`config.mk`:
```
export PLATFORM = sky130hd
export DESIGN_NAME = jtkunio_gfx_arb
export DESIGN_NICKNAME = d
export VERILOG_FILES = /design/src/rtl/jtkunio_pkg.sv /design/src/rtl/jtkunio_gfx_slot.sv /design/src/rtl/jtkunio_gfx_arb.sv
export SDC_FILE = /design/constraint.sdc
export NUM_CORES = 1
export LEC_CHECK = 0
export ABC_AREA = 1
export CAP_MARGIN = 20
export CORE_UTILIZATION = 53
export CTS_BUF_LIST = sky130_fd_sc_hd__clkbuf_16
export DETAILED_ROUTE_END_ITERATION = 16
export PLACE_DENSITY = 0.85
export SYNTH_ARGS = -nofsm -noshare
export SYNTH_HDL_FRONTEND = slang
export SYNTH_SLANG_ARGS = --single-unit
```
`constraint.sdc`:
```
create_clock -name clk -period 5.83 [get_ports clk]
set_input_delay 1.166 -clock clk [delete_from_list [all_inputs] [get_ports clk]]
set_output_delay 1.166 -clock clk [all_outputs]
set_load 0.03 [all_outputs]
```
`src/rtl/jtkunio_pkg.sv`:
```
// jtkunio_pkg
// Shared definitions for the Kunio video section.
//   GFX_SCR/GFX_CHR/GFX_OBJ : client ids used in the upper bits of the
//                             shared graphics ROM address
//   gfx_state_t             : graphics ROM arbiter sequencer states
package jtkunio_pkg;

  localparam logic [1:0] GFX_SCR = 2'd0;
  localparam logic [1:0] GFX_CHR = 2'd1;
  localparam logic [1:0] GFX_OBJ = 2'd2;

  typedef enum logic [1:0] {
    IDLE = 2'd0,
    REQ  = 2'd1,
    WAIT = 2'd2,
    DONE = 2'd3
  } gfx_state_t;

endpackage

```
`src/rtl/jtkunio_gfx_slot.sv`:
```
// jtkunio_gfx_slot
// One client's single-entry ROM cache: tag, valid bit and data word.
// Ports:
//   clk, rst_n        clock, asynchronous active-low reset
//   cs, addr          client request enable and word address
//   wr, wr_tag,       fill strobe from the arbiter, the address that was
//   wr_data           actually fetched and the returned data
//   data              cached data word
//   ok                cached word matches the current client address
//   pending           client wants data that is not cached
module jtkunio_gfx_slot
  import jtkunio_pkg::*;
#(
  parameter int AW = 17
) (
  input  logic          clk,
  input  logic          rst_n,
  input  logic          cs,
  input  logic [AW-1:0] addr,
  input  logic          wr,
  input  logic [AW-1:0] wr_tag,
  input  logic [31:0]   wr_data,
  output logic [31:0]   data,
  output logic          ok,
  output logic          pending
);

  logic [AW-1:0] tag;
  logic          valid;

  // The tag is the address latched at grant time, not the live client
  // address, so a client that moved on during the fetch still misses.
  // The valid bit only ever gets set; freshness is decided by the tag.
  always_ff @(posedge clk or negedge rst_n) begin
    if (!rst_n) begin
      tag   <= '0;
      valid <= 1'b0;
      data  <= '0;
    end else if (wr) begin
      tag   <= wr_tag;
      valid <= 1'b1;
      data  <= wr_data;
    end
  end

  assign ok      = cs & valid & (addr == tag);
  assign pending = cs & ~ok;

endmodule

```
`src/rtl/jtkunio_gfx_arb.sv`:
```
// jtkunio_gfx_arb
// Shares the single graphics ROM SDRAM slot between the scroll, character
// and object fetchers. Each client sees a private cached port.
// Ports:
//   clk, rst_n                     clock, asynchronous active-low reset
//   scr_/chr_/obj_addr, _cs        client word address and request enable
//   scr_/chr_/obj_data, _ok        cached data and hit flag per client
//   rom_addr                       {client id, word address} to SDRAM
//   rom_cs                         shared request, high in REQ and WAIT
//   rom_data, rom_ok               SDRAM answer
// Optional feature: define JTKUNIO_ARB_TIMEOUT_EN to abandon a fetch after
// TOUT cycles in WAIT without rom_ok; the client is then retried.
module jtkunio_gfx_arb
  import jtkunio_pkg::*;
#(
  parameter int AW     = 17,
  parameter int STARVE = 4,
  parameter int TOUT   = 63
) (
  input  logic          clk,
  input  logic          rst_n,
  input  logic [AW-1:0] scr_addr,
  input  logic [AW-1:0] chr_addr,
  input  logic [AW-1:0] obj_addr,
  input  logic          scr_cs,
  input  logic          chr_cs,
  input  logic          obj_cs,
  output logic [31:0]   scr_data,
  output logic [31:0]   chr_data,
  output logic [31:0]   obj_data,
  output logic          scr_ok,
  output logic          chr_ok,
  output logic          obj_ok,
  output logic [AW+1:0] rom_addr,
  output logic          rom_cs,
  input  logic [31:0]   rom_data,
  input  logic          rom_ok
);

  gfx_state_t    state, state_nxt;
  logic [2:0]    starve_cnt;
  logic [2:0]    pend;
  logic [2:0]    wr_en;
  logic [1:0]    win_id;
  logic [AW-1:0] win_addr;
  logic          any_pend;
  logic          tout_hit;

  jtkunio_gfx_slot #(.AW(AW)) u_scr (
    .clk(clk), .rst_n(rst_n), .cs(scr_cs), .addr(scr_addr),
    .wr(wr_en[GFX_SCR]), .wr_tag(rom_addr[AW-1:0]), .wr_data(rom_data),
    .data(scr_data), .ok(scr_ok), .pending(pend[GFX_SCR])
  );

  jtkunio_gfx_slot #(.AW(AW)) u_chr (
    .clk(clk), .rst_n(rst_n), .cs(chr_cs), .addr(chr_addr),
    .wr(wr_en[GFX_CHR]), .wr_tag(rom_addr[AW-1:0]), .wr_data(rom_data),
    .data(chr_data), .ok(chr_ok), .pending(pend[GFX_CHR])
  );

  jtkunio_gfx_slot #(.AW(AW)) u_obj (
    .clk(clk), .rst_n(rst_n), .cs(obj_cs), .addr(obj_addr),
    .wr(wr_en[GFX_OBJ]), .wr_tag(rom_addr[AW-1:0]), .wr_data(rom_data),
    .data(obj_data), .ok(obj_ok), .pending(pend[GFX_OBJ])
  );

  assign any_pend = |pend;

  // Fixed priority scroll > char > object, except that an object client
  // that has watched STARVE higher-priority grants go by wins outright.
  always_comb begin
    win_id   = GFX_SCR;
    win_addr = scr_addr;
    if (pend[GFX_OBJ] && (starve_cnt >= 3'(STARVE))) begin
      win_id = GFX_OBJ;
    end else if (pend[GFX_SCR]) begin
      win_id = GFX_SCR;
    end else if (pend[GFX_CHR]) begin
      win_id = GFX_CHR;
    end else begin
      win_id = GFX_OBJ;
    end
    case (win_id)
      GFX_CHR: win_addr = chr_addr;
      GFX_OBJ: win_addr = obj_addr;
      default: win_addr = scr_addr;
    endcase
  end

`ifdef JTKUNIO_ARB_TIMEOUT_EN
  logic [5:0] tout_cnt;

  // Counts WAIT cycles without an answer; cleared outside WAIT.
  always_ff @(posedge clk or negedge rst_n) begin
    if (!rst_n) begin
      tout_cnt <= '0;
    end else if (state == WAIT && !rom_ok) begin
      tout_cnt <= tout_cnt + 6'd1;
    end else begin
      tout_cnt <= '0;
    end
  end

  assign tout_hit = (tout_cnt == 6'(TOUT - 1));
`else
  assign tout_hit = 1'b0;
`endif

  // rom_ok during REQ may belong to a previous access, so only WAIT
  // accepts it. The fill goes to the client whose id sits in rom_addr.
  always_comb begin
    state_nxt = state;
    rom_cs    = 1'b0;
    wr_en     = 3'b000;
    case (state)
      IDLE: if (any_pend) state_nxt = REQ;
      REQ: begin
        rom_cs    = 1'b1;
        state_nxt = WAIT;
      end
      WAIT: begin
        rom_cs = 1'b1;
        if (rom_ok) begin
          wr_en     = 3'b001 << rom_addr[AW+1:AW];
          state_nxt = DONE;
        end else if (tout_hit) begin
          state_nxt = DONE;
        end
      end
      DONE: state_nxt = IDLE;
    endcase
  end

  // rom_addr only changes at a grant, so it holds through REQ and WAIT.
  always_ff @(posedge clk or negedge rst_n) begin
    if (!rst_n) begin
      state      <= IDLE;
      rom_addr   <= '0;
      starve_cnt <= '0;
    end else begin
      state <= state_nxt;
      if (state == IDLE && any_pend) begin
        rom_addr <= {win_id, win_addr};
        if (win_id == GFX_OBJ) begin
          starve_cnt <= '0;
        end else if (pend[GFX_OBJ]) begin
          starve_cnt <= starve_cnt + 3'd1;
        end
      end
    end
  end

endmodule

```
==> results.py <==
metrics = {
    "finish": {
        "final_cell_mix": "nand2_1, clkdlybuf4s50_1, dfrtp_1",
        "num_antenna_cells": 0,
        "final_common_cell": "nand2_1",
        "drive_gt1_frac": 0.06623,
        "final_area_sq_mm": 0.01098,
        "area_growth_syn_to_layout_pct": 33.84,
        "n_fill_cell": 1161,
        "nNetsFinal": 1290,
    },
    "outcome": {
        "run_status": "completed",
    },
    "critical_path": {
        "critPathCaptureType": "output port",
        "cp_max_fo": 2,
        "crit_type": "input port to output port",
        "required_ps": 4660,
        "worstPathArrival_ps": 3400,
        "start_kind": "input port",
    },
    "clock_network": {
        "clk_pin_slew_worst_paths_ps": 70,
        "clock_path_buffers": 2,
        "cts_tree": "yes",
        "hold_buffers": 0,
        "cts_sinks": 174,
        "cts-buffers-inserted": 17,
        "cts_resized": 0,
        "clk_latency_ps": 420,
        "clockRootBuffer": "clkbuf_16",
        "ctsHtreeMaxLevel": 4,
        "cts_setup_buffers": 0,
    },
    "synth": {
        "synthCells": 1002,
        "synth.area.top_cells": "dfrtp_1, nand2_1, o21ai_0",
        "synthDistinctLibCells": 37,
        "yosys.area.top_type": "dfrtp_1",
        "ys.flop_type": "dfrtp_1",
        "synthArstFlopShare": 1.000,
        "synth_edf_count": 0,
        "ys_ff_latch": 174,
        "synth.yosys.warnings": 0,
        "yosysSeqAreaShare": 0.5307,
        "syn-num-nets": 1096,
        "yosysTopAreaCellShare": 0.5307,
        "syn_area_sq_mm": 0.008204,
        "syn_avg_cell_area_sq_um": 8.188,
    },
    "power_and_ir_drop": {
        "comb_power_share": 0.463,
        "ir_drop_mv": 0.3931,
        "pwr-share-seq": 0.346,
        "power_density_mw_per_mm2": 549.7,
        "p_int_mw": 3.483,
        "clkPwrFrac": 0.190,
        "swShare": 0.4230,
        "leakage_nw": 5.364,
        "power.switching_mw": 2.553,
    },
    "hold_path": {
        "hp-class": "register to register",
    },
    "floorplan": {
        "chipHeight_um": 126.4,
        "die_area_sq_mm": 0.01598,
        "die_x_um": 126.4,
        "start_util": 0.5417,
        "row_count": 45,
        "core_area_sq_mm": 0.01515,
        "io_pins": 208,
    },
    "timing": {
        "clock.fmax_ghz": 0.2192,
        "rsz0062_at_grt": "no",
        "period_minus_slack_ps": 4563,
        "worst_hold_slack_ps": 476.8,
        "skew_ps": 10.59,
        "period_share": 0.7826,
        "worstMarginPinSlew_ps": 1054,
        "setup_viol": 0,
        "slew_violations": 0,
        "fin_tns_setup_ps": 0,
        "maxSlewHeadroom": 0.2970,
        "hold_viol": 0,
    },
    "detailed_routing": {
        "postRouteAntennaNets": 0,
        "vias": 7216,
        "post_drt_via_cell_ratio": 5.169,
        "first_pass_iters": 5,
        "drc_errors": 0,
        "wl_per_cell_um": 16.64,
        "wirelength_um": 23230,
        "drtIter0Drc": 421,
    },
    "global_route": {
        "grt_max_degree": 96,
        "grt_pass1_wl_um": 36890,
        "grt_pass1_vias": 7175,
        "grt_overflow": 0,
        "antenna_found_initial": 0,
        "grt_usage": 0.3026,
    },
    "placement": {
        "placed_area_sq_mm": 0.01037,
        "io_buffers": 207,
        "dpl.hpwl_um": 16780,
        "place_congestion": 0.9419,
    },
    "job": {
        "maxCapViolations": 0,
    },
}
stage by stage:
stage | power [mW] | setup slack (ps) | instances | utilization
6_report | 6.036 | 1267 | 1396 | 0.7250
2_1_floorplan | 3.719 | 1832 | 1002 | -
5_1_grt | 6.398 | 1104 | 1396 | 0.7250
3_5_place_dp | 4.871 | 1290 | 1364 | 0.6847
3_3_place_gp | 4.812 | 1280 | 1364 | 0.6847
4_1_cts | 6.050 | 1277 | 1395 | 0.7237
power by group through the flow:
stage / registers, mW / logic [mW] / clock network (mW)
after floorplan: 2.74 / 0.981 / 0
after global placement: 2.08 / 2.74 / 0
after detailed placement: 2.09 / 2.79 / 0
after CTS: 2.08 / 2.80 / 1.16
after global routing: 2.15 / 3.03 / 1.22
final: 2.09 / 2.80 / 1.15
worst max-delay path, stage by stage:
cell	delay (ps)
clkdlybuf4s50_1	470
inv_1	50
nand2_1	50
nand2_1	60
a2111oi_0	560
nand3_1	140
nor3_1	180
clkdlybuf4s50_1	700
sequential cells by signal (all words and copies together), names as in the netlist:
| register | count |
|---|---|
| rom_addr | 19 |
| starve_cnt | 3 |
| state | 2 |
| u_chr.data | 32 |
| u_chr.tag | 17 |
| u_chr.valid | 1 |
| u_obj.data | 32 |
| u_obj.tag | 17 |
| u_obj.valid | 1 |
| u_scr.data | 32 |
| u_scr.tag | 17 |
| u_scr.valid | 1 |
final timing paths:
kind | to | start | slack (ps) | cells past startpoint
max | chr_ok | chr_addr[13] | 1270 | 8
min | state[0]$_DFFE_PN0P_ | state[0]$_DFFE_PN0P_ | 480 | 2
max reg2reg | rom_addr[13]$_DFFE_PN0P_ | u_chr.tag[8]$_DFFE_PN0P_ | 2650 | 12
min reg2reg | state[0]$_DFFE_PN0P_ | state[0]$_DFFE_PN0P_ | 480 | 2
max in group asynchronous | rom_addr[1]$_DFFE_PN0P_ | rst_n | 3920 | 2
min in group asynchronous | u_scr.data[8]$_DFFE_PN0P_ | rst_n | 810 | 1
cells in the mapped netlist, types with 11 or more instances:
| cell | instances |
|---|---|
| clkbuf_1 | 30 |
| dfrtp_1 | 174 |
| inv_1 | 139 |
| mux2i_1 | 17 |
| nand2_1 | 293 |
| nand2_2 | 13 |
| nand3_1 | 15 |
| nand4_1 | 13 |
| nor2_1 | 56 |
| o21ai_0 | 160 |
| o21ai_2 | 11 |
| o22ai_1 | 15 |
final cells by class:
class                           instances  area, sq um  area share
Clock buffer                           17        425.4     0.03874
Timing Repair Buffer                  213         2131      0.1941
Tap cell                              188        235.2     0.02142
Clock inverter                         14        165.2     0.01504
Inverter                              146        548.0     0.04991
Sequential cell                       174         4354      0.3965
Multi-Input combinational cell        644         3122      0.2843
metal layers:
metal / global-route usage / share of wire / up-vias
met1: 0.3954 / 0.43 / 3365
met5: 0 / 0 / -
met2: 0.4751 / 0.46 / 261
li1: - / - / 3547
met4: 0.1176 / 0.030 / 0
met3: 0.09194 / 0.081 / 43
cells by family (layout without fill, tap and decap cells):
group / after synthesis / after routing / share of synthesized area
and+or+nand+nor: 418 / 418 / 0.2134
muxes: 17 / 17 / 0.02074
adders and majority gates: 5 / 5 / 0.007625
buffers and inverters: 184 / 390 / 0.08937
xor gates and xnor gates: 8 / 8 / 0.008541
AOI/OAI and AO/OA: 196 / 196 / 0.1296
DFF: 174 / 174 / 0.5307
(Power assumes the default switching activity.)
